==> config.mk <==
export PLATFORM = sky130hd
export DESIGN_NAME = acc_out_requant
export DESIGN_NICKNAME = d
export VERILOG_FILES = /design/src/rtl/acc_out_requant.sv
export SDC_FILE = /design/constraint.sdc
export NUM_CORES = 1
export LEC_CHECK = 0
export CAP_MARGIN = 20
export CELL_PAD_IN_SITES_DETAIL_PLACEMENT = 0
export CELL_PAD_IN_SITES_GLOBAL_PLACEMENT = 2
export CORE_MARGIN = 2
export CORE_UTILIZATION = 44
export CTS_CLUSTER_SIZE = 25
export DETAILED_ROUTE_END_ITERATION = 8
export GPL_TIMING_DRIVEN = 0
export PLACE_DENSITY_LB_ADDON = 0.3
export SKIP_LAST_GASP = 1
export SYNTH_ARGS = -nofsm -noshare
export SYNTH_HDL_FRONTEND = slang
export SYNTH_SLANG_ARGS = --single-unit
==> constraint.sdc <==
create_clock -name clk -period 9.82 [get_ports clk]
set_input_delay 1.473 -clock clk [delete_from_list [all_inputs] [get_ports clk]]
set_output_delay 1.473 -clock clk [all_outputs]
set_load 0.01 [all_outputs]
==> src/rtl/acc_out_requant.sv <==
// acc_out_requant
//   Drain-side requantizer for the MAC accumulator chain. Each accepted
//   O_CONV_BW-bit signed partial sum gets a per-channel bias added, is
//   rounded and arithmetically right-shifted, and is clamped to an I_BW-bit
//   activation. The result is pushed into a small FIFO that drives a
//   valid/ready output stream.
//
//   Pipeline: S1 bias add -> S2 round/shift -> S3 clamp -> FIFO write.
//   An input accepted at edge N lands in the FIFO at edge N+3.
//   The pipeline never stalls. in_ready grants a credit only while the
//   FIFO plus everything in flight still fits in DEPTH, so an S3 push
//   always finds space.
//
//   Build option: define ACC_RELU_EN to clamp to [0, 2^(I_BW-1)-1]. Without
//   it the clamp is signed saturation to [-2^(I_BW-1), 2^(I_BW-1)-1].
//
// Ports
//   clk, global_rst          clock (rising edge), async active-high reset
//   clr                      sync flush of pipeline, FIFO and channel index;
//                            the bias registers keep their values
//   in_valid/in_ready        input handshake
//   in_data, in_last         accumulator value, end of channel group
//   cfg_shift                right shift, captured with each accepted input
//   bias_we/addr/wdata       bias register write port
//   out_valid/out_ready      output handshake (out_valid = FIFO non-empty)
//   out_data, out_last       FIFO head entry (out_data is 0 when empty)
//   fifo_count               FIFO occupancy
module acc_out_requant #(
   parameter int O_CONV_BW = 20,
   parameter int I_BW      = 8,
   parameter int B_BW      = 16,
   parameter int SHIFT_BW  = 5,
   parameter int CH_NUM    = 4,
   parameter int DEPTH     = 4
) (
   input  logic                        clk,
   input  logic                        global_rst,
   input  logic                        clr,
   input  logic                        in_valid,
   output logic                        in_ready,
   input  logic [O_CONV_BW-1:0]        in_data,
   input  logic                        in_last,
   input  logic [SHIFT_BW-1:0]         cfg_shift,
   input  logic                        bias_we,
   input  logic [$clog2(CH_NUM)-1:0]   bias_addr,
   input  logic [B_BW-1:0]             bias_wdata,
   output logic                        out_valid,
   input  logic                        out_ready,
   output logic [I_BW-1:0]             out_data,
   output logic                        out_last,
   output logic [$clog2(DEPTH):0]      fifo_count
);

   localparam int STAGES = 3;
   localparam int AW     = $clog2(CH_NUM);
   localparam int SW     = O_CONV_BW + 1;   // S1 sum width
   localparam int RW     = O_CONV_BW + 2;   // headroom for the rounding add
   localparam int PW     = $clog2(DEPTH);
   localparam int CW     = PW + 1;

   localparam logic signed [RW-1:0] SAT_HI = RW'((1 << (I_BW-1)) - 1);
`ifdef ACC_RELU_EN
   localparam logic signed [RW-1:0] SAT_LO = '0;
`else
   localparam logic signed [RW-1:0] SAT_LO = ~SAT_HI;
`endif

   // ------------------------------------------------------------------
   // Handshake and channel bookkeeping
   // ------------------------------------------------------------------
   logic [STAGES:1]         vld_pipe_q;
   logic [CW-1:0]           count_q;
   logic [CW:0]             occ;
   logic                    accept;
   logic [AW-1:0]           ch_idx_q;
   logic signed [B_BW-1:0]  bias_q [CH_NUM];

   // Credits count everything already committed to the FIFO.
   always_comb begin
      occ = {1'b0, count_q}
          + {{CW{1'b0}}, vld_pipe_q[1]}
          + {{CW{1'b0}}, vld_pipe_q[2]}
          + {{CW{1'b0}}, vld_pipe_q[3]};
   end

   assign in_ready = (occ < (CW+1)'(DEPTH));
   assign accept   = in_valid & in_ready & ~clr;

   always_ff @(posedge clk or posedge global_rst) begin
      if (global_rst) begin
         ch_idx_q <= '0;
      end else if (clr) begin
         ch_idx_q <= '0;
      end else if (accept) begin
         if (in_last || ch_idx_q == AW'(CH_NUM-1))
            ch_idx_q <= '0;
         else
            ch_idx_q <= ch_idx_q + 1'b1;
      end
   end

   // Writes are not blocked by clr; only global_rst clears the biases.
   // The S1 add reads bias_q directly, so a same-cycle write is not seen.
   always_ff @(posedge clk or posedge global_rst) begin
      if (global_rst) begin
         for (int i = 0; i < CH_NUM; i++) bias_q[i] <= '0;
      end else if (bias_we && 32'(bias_addr) < CH_NUM) begin
         bias_q[bias_addr] <= bias_wdata;
      end
   end

   // ------------------------------------------------------------------
   // Datapath
   // ------------------------------------------------------------------
   logic signed [SW-1:0]       s1_sum_d, s1_sum_q;
   logic                       s1_last_q;
   logic [SHIFT_BW-1:0]        s1_shift_q;
   logic signed [RW-1:0]       s2_r_d, s2_r_q;
   logic                       s2_last_q;
   logic [I_BW-1:0]            s3_data_d, s3_data_q;
   logic                       s3_last_q;

   logic [SHIFT_BW-1:0]        sh;
   logic signed [RW-1:0]       ext, half, rnd;
   logic signed [B_BW-1:0]     bias_rd;

   always_comb begin
      bias_rd  = bias_q[ch_idx_q];
      s1_sum_d = {in_data[O_CONV_BW-1], in_data}
               + {{(SW-B_BW){bias_rd[B_BW-1]}}, bias_rd};
   end

   // Round half up: add 2^(sh-1) then shift arithmetically.
   always_comb begin
      sh = (32'(s1_shift_q) > O_CONV_BW) ? SHIFT_BW'(O_CONV_BW) : s1_shift_q;
      ext  = {s1_sum_q[SW-1], s1_sum_q};
      half = (sh == '0) ? '0 : (RW'(1) << (sh - 1'b1));
      rnd  = ext + half;
      s2_r_d = rnd >>> sh;
   end

   always_comb begin
      if (s2_r_q > SAT_HI)
         s3_data_d = SAT_HI[I_BW-1:0];
      else if (s2_r_q < SAT_LO)
         s3_data_d = SAT_LO[I_BW-1:0];
      else
         s3_data_d = s2_r_q[I_BW-1:0];
   end

   always_ff @(posedge clk or posedge global_rst) begin
      if (global_rst) begin
         vld_pipe_q <= '0;
         s1_sum_q   <= '0;
         s1_last_q  <= 1'b0;
         s1_shift_q <= '0;
         s2_r_q     <= '0;
         s2_last_q  <= 1'b0;
         s3_data_q  <= '0;
         s3_last_q  <= 1'b0;
      end else begin
         vld_pipe_q <= clr ? '0 : {vld_pipe_q[STAGES-1:1], accept};
         s1_sum_q   <= s1_sum_d;
         s1_last_q  <= in_last;
         s1_shift_q <= cfg_shift;
         s2_r_q     <= s2_r_d;
         s2_last_q  <= s1_last_q;
         s3_data_q  <= s3_data_d;
         s3_last_q  <= s2_last_q;
      end
   end

   // ------------------------------------------------------------------
   // Output FIFO
   // ------------------------------------------------------------------
   logic [I_BW-1:0] mem_data_q [DEPTH];
   logic            mem_last_q [DEPTH];
   logic [PW-1:0]   wr_ptr_q, rd_ptr_q;
   logic            push, pop;

   assign push      = vld_pipe_q[STAGES] & ~clr;
   assign out_valid = (count_q != '0);
   assign pop       = out_valid & out_ready & ~clr;

   function automatic logic [PW-1:0] ptr_inc(input logic [PW-1:0] p);
      return (p == PW'(DEPTH-1)) ? '0 : p + 1'b1;
   endfunction

   always_ff @(posedge clk or posedge global_rst) begin
      if (global_rst) begin
         wr_ptr_q <= '0;
         rd_ptr_q <= '0;
         count_q  <= '0;
         for (int i = 0; i < DEPTH; i++) begin
            mem_data_q[i] <= '0;
            mem_last_q[i] <= 1'b0;
         end
      end else if (clr) begin
         wr_ptr_q <= '0;
         rd_ptr_q <= '0;
         count_q  <= '0;
      end else begin
         if (push) begin
            mem_data_q[wr_ptr_q] <= s3_data_q;
            mem_last_q[wr_ptr_q] <= s3_last_q;
            wr_ptr_q             <= ptr_inc(wr_ptr_q);
         end
         if (pop)
            rd_ptr_q <= ptr_inc(rd_ptr_q);
         if (push && !pop)
            count_q <= count_q + 1'b1;
         else if (pop && !push)
            count_q <= count_q - 1'b1;
      end
   end

   assign out_data   = out_valid ? mem_data_q[rd_ptr_q] : '0;
   assign out_last   = out_valid ? mem_last_q[rd_ptr_q] : 1'b0;
   assign fifo_count = count_q;

   // Credits guarantee the FIFO is never full when S3 delivers.
   a_no_push_full : assert property (@(posedge clk) disable iff (global_rst)
      !(vld_pipe_q[STAGES] && count_q == CW'(DEPTH)));

endmodule

==> flow_summary_export.csv, run 1 <==
group,metric,value,unit
sta,setup_tns,0,ns
critical_path,crit_chain,"o21ai_0, and2_1, clkbuf_1, nor2_1, nand2_1, nor2_1, ha_1, and4_4, o21ai_1, o21ai_1, a221oi_1, o21ai_1, xnor2_1, a2bb2oi_1, mux2i_1, a211oi_1",
critical_path,r2r-end,"s2_r_q[9]",
global_route,grt_pass1_wl,38.9,mm
clocking,clock-root-buffer,"clkbuf_16",
critical_path,crit_slowest_cell,"o21ai_0",
cells_and_area,final_cell_area,11600,um2
critical_path,critPathLaunchType,"flip-flop",
floorplanning,initial_core_util,44.4,%
sta,setup_viol,0,
pwr,powerDensity,248,nW/um2
floorplanning,io_pins,64,
cells_and_area,layout-area-overhead-vs-synth,16.8,%
logic_synthesis,ys.warnings.count,0,
place,dpl-instance-area,11000,um2
critical_path,worstPathArrival,5.60,ns
route,drc_errors,0,
place,post-place-ws,4.62,ns
clocking,cts_htree_levels,4,
logic_synthesis,yosysTopAreaCellShare,42.9,%
global_route,grt_pass1_vias,7416,
cells_and_area,drive_gt1_share,19.2,%
floorplanning,dieHeight,155,um
worst_hold_path,hold_class,"reg -> reg",
sta,worst_pin_slew,0.884,ns
cells_and_area,final_nets,1083,
sta,fmax,190,MHz
global_route,grt_max_degree,109,
clocking,post_cts_buffers,0,
critical_path,r2r_start,"s1_shift_q[3]",
place,hpwl,17.4,mm
logic_synthesis,synth_cells,897,
sta,rsz0062_at_grt,"false",
global_route,grt.met2_usage,34.4,%
clocking,postCtsHoldBufs,0,
route,dr.pass1.iters,5,
critical_path,crit_top_cell,"o21ai_1",
logic_synthesis,synth_area_leaders,"dfrtp_1 43%, mux2_2 12%, mux4_2 6.6%",
place,io_buffers,63,
route,totalWireLength,23.4,mm
critical_path,worstSetupPathType,"reg -> reg",
job,maxCapViolCount,0,
route,routed-via-count,7293,
floorplanning,dieArea,23900,um2
logic_synthesis,ys_seq_area_share,42.9,%
clocking,cts_buffer_depth,2,
route,drtIter0Drc,349,
global_route,grt_util_all_layers,20.5,%
sta,slew_violations,0,
floorplanning,coreArea,22400,um2
sta,finalHoldViolCount,0,
worst_hold_path,worstHoldPathCells,0,
cells_and_area,antennaDiodeCount,0,
sta,timing.final.ws_setup,4.55,ns
logic_synthesis,syn-num-nets,998,
logic_synthesis,synthTopCellsByCount,"171 x dfrtp_1, 102 x mux2_2, 74 x nor2_1",
logic_synthesis,yosysTopAreaCell,"dfrtp_1",
sta,fin_crit,5.27,ns
critical_path,path_buf_inv,1,
floorplanning,die_width,155,um
sta,post-route-period-util,53.6,%
global_route,busiest_layer,"met2",
route,ant_nets,0,
logic_synthesis,synth-seq-cells,171,
logic_synthesis,synthArstFlopShare,100,%
logic_synthesis,postSynthAreaPerCell,11.1,um2
critical_path,critPathTopFamily,"compound AO/OA/AOI/OAI gates",
global_route,grt-ovfl-total,0,
critical_path,max_stage_delay,0.62,ns
critical_path,worst-r2r-cell-count,16,
clocking,cts.clk_slew.worst_paths,0.07,ns
worst_hold_path,min_to,"s3_last_q",
logic_synthesis,synth_enable_flop_cells,0,
route,drt-vias-per-instance,5.70,
logic_synthesis,yosysUniqueCellTypes,75,
sta,relSlewSlack,41.0,%
logic_synthesis,synthFlopType,"dfrtp_1",
clocking,post_cts_resized,0,
floorplanning,rows,55,
route,wire_per_inst,18.3,um
clocking,cts_sinks,171,
worst_hold_path,worstHoldStart,"s2_last_q",
clocking,clk_latency,0.44,ns
clocking,cts_buffers,17,
place,gp_congestion,0.891,
pwr,leakagePower,0.00500,uW
critical_path,crit_path_end_kind,"flip-flop",
logic_synthesis,syn_area,9970,um2
logic_synthesis,yosysMostFrequentCell,"dfrtp_1",
critical_path,r2r_setup_slack,4.55,ns
pwr,power,2890,uW
run_status,run_status,"finished, final reports clean",
pwr,max-vdd-ir-drop,0.118,mV
global_route,met1_usage,27.8,%
sta,worst_clock_skew,0.0144,ns
global_route,grt_use_met3,3.00,%
critical_path,cp_max_fo,7,
global_route,antenna_found_initial,0,
clocking,cts_tree,"done",
critical_path,cp.required,10.16,ns
metal layers:
metal,up-vias,part of all wire [%]
li1,3504,-
met1,3617,46
met2,138,49
met3,34,3.1
met4,0,1.8
met5,-,0
per-stage QoR:
step,hold slack (ns),std cells,utilization [%]
2_1_floorplan,0.331,897,-
3_3_place_gp,0.332,1245,48.8
3_5_place_dp,0.337,1247,49.0
4_1_cts,0.367,1279,51.9
5_1_grt,0.371,1280,51.9
6_report,0.365,1280,51.9
how the worst max path moves through the flow:
stage	start	endpoint	slack (ns)	cells past startpoint
2_1_floorplan	global_rst	bias_q[0]	3.72	1
3_3_place_gp	global_rst	bias_q[46]	1.44	2
3_5_place_dp	s1_shift_q[3]	s2_r_q[9]	4.62	15
4_1_cts	s1_shift_q[3]	s2_r_q[9]	4.59	15
5_1_grt	s1_shift_q[4]	s2_r_q[4]	4.23	16
6_report	s1_shift_q[3]	s2_r_q[9]	4.55	16
sequential cells by signal (all words and copies together), names as in the netlist, 3 cells and up:
signal,cells
s1_shift_q,5
s2_r_q,22
vld_pipe_q,3
fifo_count,3
s1_sum_q,21
mem_last_q,4
s3_data_q,8
mem_data_q,32
bias_q,64
placed cells by master, fill, tap and decap left out, drive strengths merged, types with 6 or more instances in the layout:
cell type / Yosys / layout
xnor2: 28 / 28
nor3: 22 / 22
nor4: 8 / 8
a31oi: 7 / 7
nand2b: 9 / 9
a21oi: 47 / 47
and2: 15 / 15
clkbuf: 28 / 45
clkinv: 1 / 9
a211oi: 18 / 18
xor2: 9 / 9
mux4: 29 / 29
nand3: 15 / 15
dfrtp: 171 / 171
nand2: 52 / 52
o211ai: 13 / 13
clkdlybuf4s50: 0 / 63
nor2: 75 / 75
mux2i: 18 / 18
o21ai: 26 / 26
buf: 12 / 14
inv: 27 / 34
o21a: 14 / 14
mux2: 102 / 102
a21o: 12 / 12
and3: 6 / 6
ha: 47 / 47
o22ai: 7 / 7
cell families (layout without fill, tap and decap cells):
logic type,after synthesis,after routing,synth area share (%)
and+or+nand+nor,226,226,10.9
AOI/OAI and AO/OA,194,194,13.3
DFF,171,171,42.9
muxes,149,149,19.9
buffers and inverters,68,166,2.97
adders and majority gates,51,51,6.70
xor gates and xnor gates,37,37,3.25
other,1,1,0.0376
area by class of cell:
class,instances,area [um2]
Tap cell,285,357
Buffer,40,191
Timing Repair Buffer,66,674
Multi-Input combinational cell,658,5390
Sequential cell,171,4280
Clock inverter,15,209
Clock buffer,17,425
Inverter,28,113
Fill cell,2042,10800
worst register-to-register path: stages, from the launching register on:
cell and delay (ns):
dfrtp_1 0.40, o21ai_0 0.62, and2_1 0.22, clkbuf_1 0.25, nor2_1 0.22, nand2_1 0.18
nor2_1 0.08, ha_1 0.37, and4_4 0.26, o21ai_1 0.09, o21ai_1 0.46, a221oi_1 0.24
o21ai_1 0.30, xnor2_1 0.23, a2bb2oi_1 0.60, mux2i_1 0.34, a211oi_1 0.29
where the power goes:
| group | switching (uW) | leakage [uW] | internal (uW) |
|---|---|---|---|
| logic | 629 | 0.00259 | 555 |
| registers | 100 | 0.00210 | 893 |
| clock network | 358 | 0.000303 | 354 |
Power figures use the tool's default switching activity.
==> inputs of run 2 (changes only) <==
--- a/config.mk
+++ b/config.mk
@@ -9,7 +9,7 @@
 export CELL_PAD_IN_SITES_DETAIL_PLACEMENT = 0
 export CELL_PAD_IN_SITES_GLOBAL_PLACEMENT = 2
 export CORE_MARGIN = 2
-export CORE_UTILIZATION = 44
+export CORE_UTILIZATION = 40
 export CTS_CLUSTER_SIZE = 25
 export DETAILED_ROUTE_END_ITERATION = 8
 export GPL_TIMING_DRIVEN = 0
==> constraint.sdc (replaced) <==
create_clock -name clk -period 5.4 [get_ports clk]
set_input_delay 0.81 -clock clk [delete_from_list [all_inputs] [get_ports clk]]
set_output_delay 0.81 -clock clk [all_outputs]
set_load 0.01 [all_outputs]
==> run 2 against run 1 <==
Effect of this change:
- wire length grew 1.3%
- fmax increased by 5.9%
- flip-flop and latch count did not move
- global-route usage fell by 1.4 points
- total power rose by 79%
- clock skew rose by 0.0060 ns
- worst hold slack lost 0.015 ns
- clock-buffer cell count up 2
- clock power up 67%
- critical path depth decreased by 2
- critical endpoint is now s2_r_q[4]
- largest cell class unchanged
- largest power group unchanged
==> flow_summary_export.csv, run 2 (synthesis gave the netlist of run 1 again) <==
group,metric,value,unit
critical_path,crit_slowest_cell,"a21oi_1",
critical_path,crit_cells,14,
critical_path,r2r_setup_slack,0.43,ns
floorplanning,dieHeight,162,um
route,ant_nets,0,
floorplanning,die_width,162,um
pwr,power,5170,uW
global_route,grt_util_all_layers,19.1,%
critical_path,path_buf_inv,1,
global_route,grt_max_degree,43,
clocking,cts_htree_levels,4,
cells_and_area,reg_top3,"bias_q: 64 flops, mem_data_q: 32 flops, s2_r_q: 22 flops",
critical_path,max_stage_delay,0.77,ns
clocking,cts.clk_slew.worst_paths,0.07,ns
route,top_layer,"met4",
cells_and_area,largest_register,"bias_q",
place,io_buffers,63,
place,gp_congestion,0.896,
sta,setup_viol,0,
floorplanning,rows,57,
sta,slew_violations,0,
sta,fin_crit,4.97,ns
clocking,cts_tree,"done",
sta,finalHoldViolCount,0,
floorplanning,dieArea,26200,um2
cells_and_area,fin_cells,1321,
clocking,clk_latency,0.43,ns
global_route,grt_pass1_vias,7480,
floorplanning,initial_core_util,40.9,%
route,wl_met3,740,um
job,maxCapViolCount,0,
critical_path,cp.required,5.70,ns
critical_path,cp-startpoint,"s1_shift_q[2]",
cells_and_area,layout-area-overhead-vs-synth,17.3,%
pwr,powerDensity,442,nW/um2
clocking,post_cts_resized,0,
critical_path,worstSetupPathType,"reg -> reg",
critical_path,worst-r2r-cell-count,14,
run_status,run_status,"finished, final reports clean",
critical_path,critPathTopFamily,"compound AO/OA/AOI/OAI gates",
route,wirelength_met1,11.0,mm
route,drtIter0Drc,282,
floorplanning,coreArea,24400,um2
clocking,postCtsHoldBufs,0,
worst_hold_path,hold_class,"reg -> reg",
place,dpl-instance-area,11100,um2
clocking,post_cts_buffers,0,
cells_and_area,layout_common_cells,"171 x dfrtp_1, 102 x mux2_2, 73 x nor2_1",
sta,relSlewSlack,40.4,%
sta,post-route-period-util,92.1,%
cells_and_area,final_nets,1085,
sta,setup_tns,0,ns
sta,worst_clock_skew,0.0204,ns
global_route,grt_pass1_wl,39.6,mm
floorplanning,io_pins,64,
route,totalWireLength,23.8,mm
route,met2_length,11.6,mm
sta,rsz0062_at_grt,"false",
critical_path,crit_chain,"clkbuf_1, a21oi_1, nand2_1, nor2_1, ha_1, a21oi_1, o21ai_1, o2111ai_2, nor4_4, nor2_4, xnor2_1, mux4_2, mux4_2, mux2_2",
place,place_inst,1290,
critical_path,r2r-end,"s2_r_q[4]",
global_route,grt-ovfl-total,0,
cells_and_area,final_common_cell,"dfrtp_1",
route,dr.pass1.iters,5,
critical_path,crit_path_end_kind,"flip-flop",
critical_path,worstPathArrival,5.27,ns
global_route,antenna_found_initial,0,
route,routed-via-count,7234,
worst_hold_path,worstHoldPathCells,0,
sta,worst_pin_slew,0.893,ns
pwr,max-vdd-ir-drop,0.214,mV
route,drc_errors,0,
cells_and_area,antennaDiodeCount,0,
clocking,clock-root-buffer,"clkbuf_16",
critical_path,endpoint,"s2_r_q[4]",
sta,fmax,201,MHz
cells_and_area,drive_gt1_share,19.8,%
clocking,cts_buffers,17,
pwr,leakagePower,0.00500,uW
clocking,cts_buffer_depth,2,
critical_path,cp_max_fo,10,
place,hpwl,18.0,mm
critical_path,r2r_start,"s1_shift_q[2]",
clocking,cts_sinks,171,
critical_path,critPathLaunchType,"flip-flop",
route,wire_per_inst,18.0,um
route,drt-vias-per-instance,5.48,
cells_and_area,final_cell_area,11700,um2
sta,holdWs,0.350,ns
cells_and_area,largest_reg_flops,64,
run 2: where the power goes:
part           internal (uW)  leakage (uW)  switching (uW)
Sequential              1630       0.00210             184
Clock                    623      0.000271             564
Combinational           1020       0.00262            1150
run 2: through the flow:
| stage | util, % | worst slack, ns |
|---|---|---|
| 2_1_floorplan | - | 1.29 |
| 3_3_place_gp | 45.1 | -0.0187 |
| 4_1_cts | 47.9 | 0.0261 |
| 5_1_grt | 48.0 | 0.00615 |
| 6_report | 48.0 | 0.427 |
| 3_5_place_dp | 45.5 | 0.0503 |
run 2: cell type report:
| type | count | area [um2] |
|---|---|---|
| Buffer | 39 | 189 |
| Tap cell | 324 | 405 |
| Clock inverter | 13 | 128 |
| Clock buffer | 19 | 443 |
| Multi-Input combinational cell | 658 | 5420 |
| Timing Repair Buffer | 69 | 727 |
| Fill cell | 2359 | 12700 |
| Inverter | 28 | 109 |
| Sequential cell | 171 | 4280 |
run 2: worst min path at each step:
| stage | startpoint | endpoint | slack [ns] |
|---|---|---|---|
| finish | s1_last_q | s2_last_q | 0.35 |
| floorplan | s1_last_q | s2_last_q | 0.33 |
| global route | s1_last_q | s2_last_q | 0.36 |
| detailed placement | s1_last_q | s2_last_q | 0.33 |
| CTS | s1_last_q | s2_last_q | 0.35 |
| global placement | s1_last_q | s2_last_q | 0.33 |
run 2: layer usage:
metal | up-vias | GRT usage (%)
met3 | 26 | 3.52
li1 | 3505 | -
met4 | 0 | 5.39
met1 | 3586 | 26.0
met5 | - | 0
met2 | 117 | 31.5
run 2: worst reg2reg max path, delay by kind of cell, from the launching register on:
family          cells  cell delay [ns]
buf+inv             1             0.27
compound gates      4             1.49
flops               1             0.40
mux                 3             1.32
xor+xnor            1             0.17
fa+ha+maj           1             0.27
simple gates        4             0.93
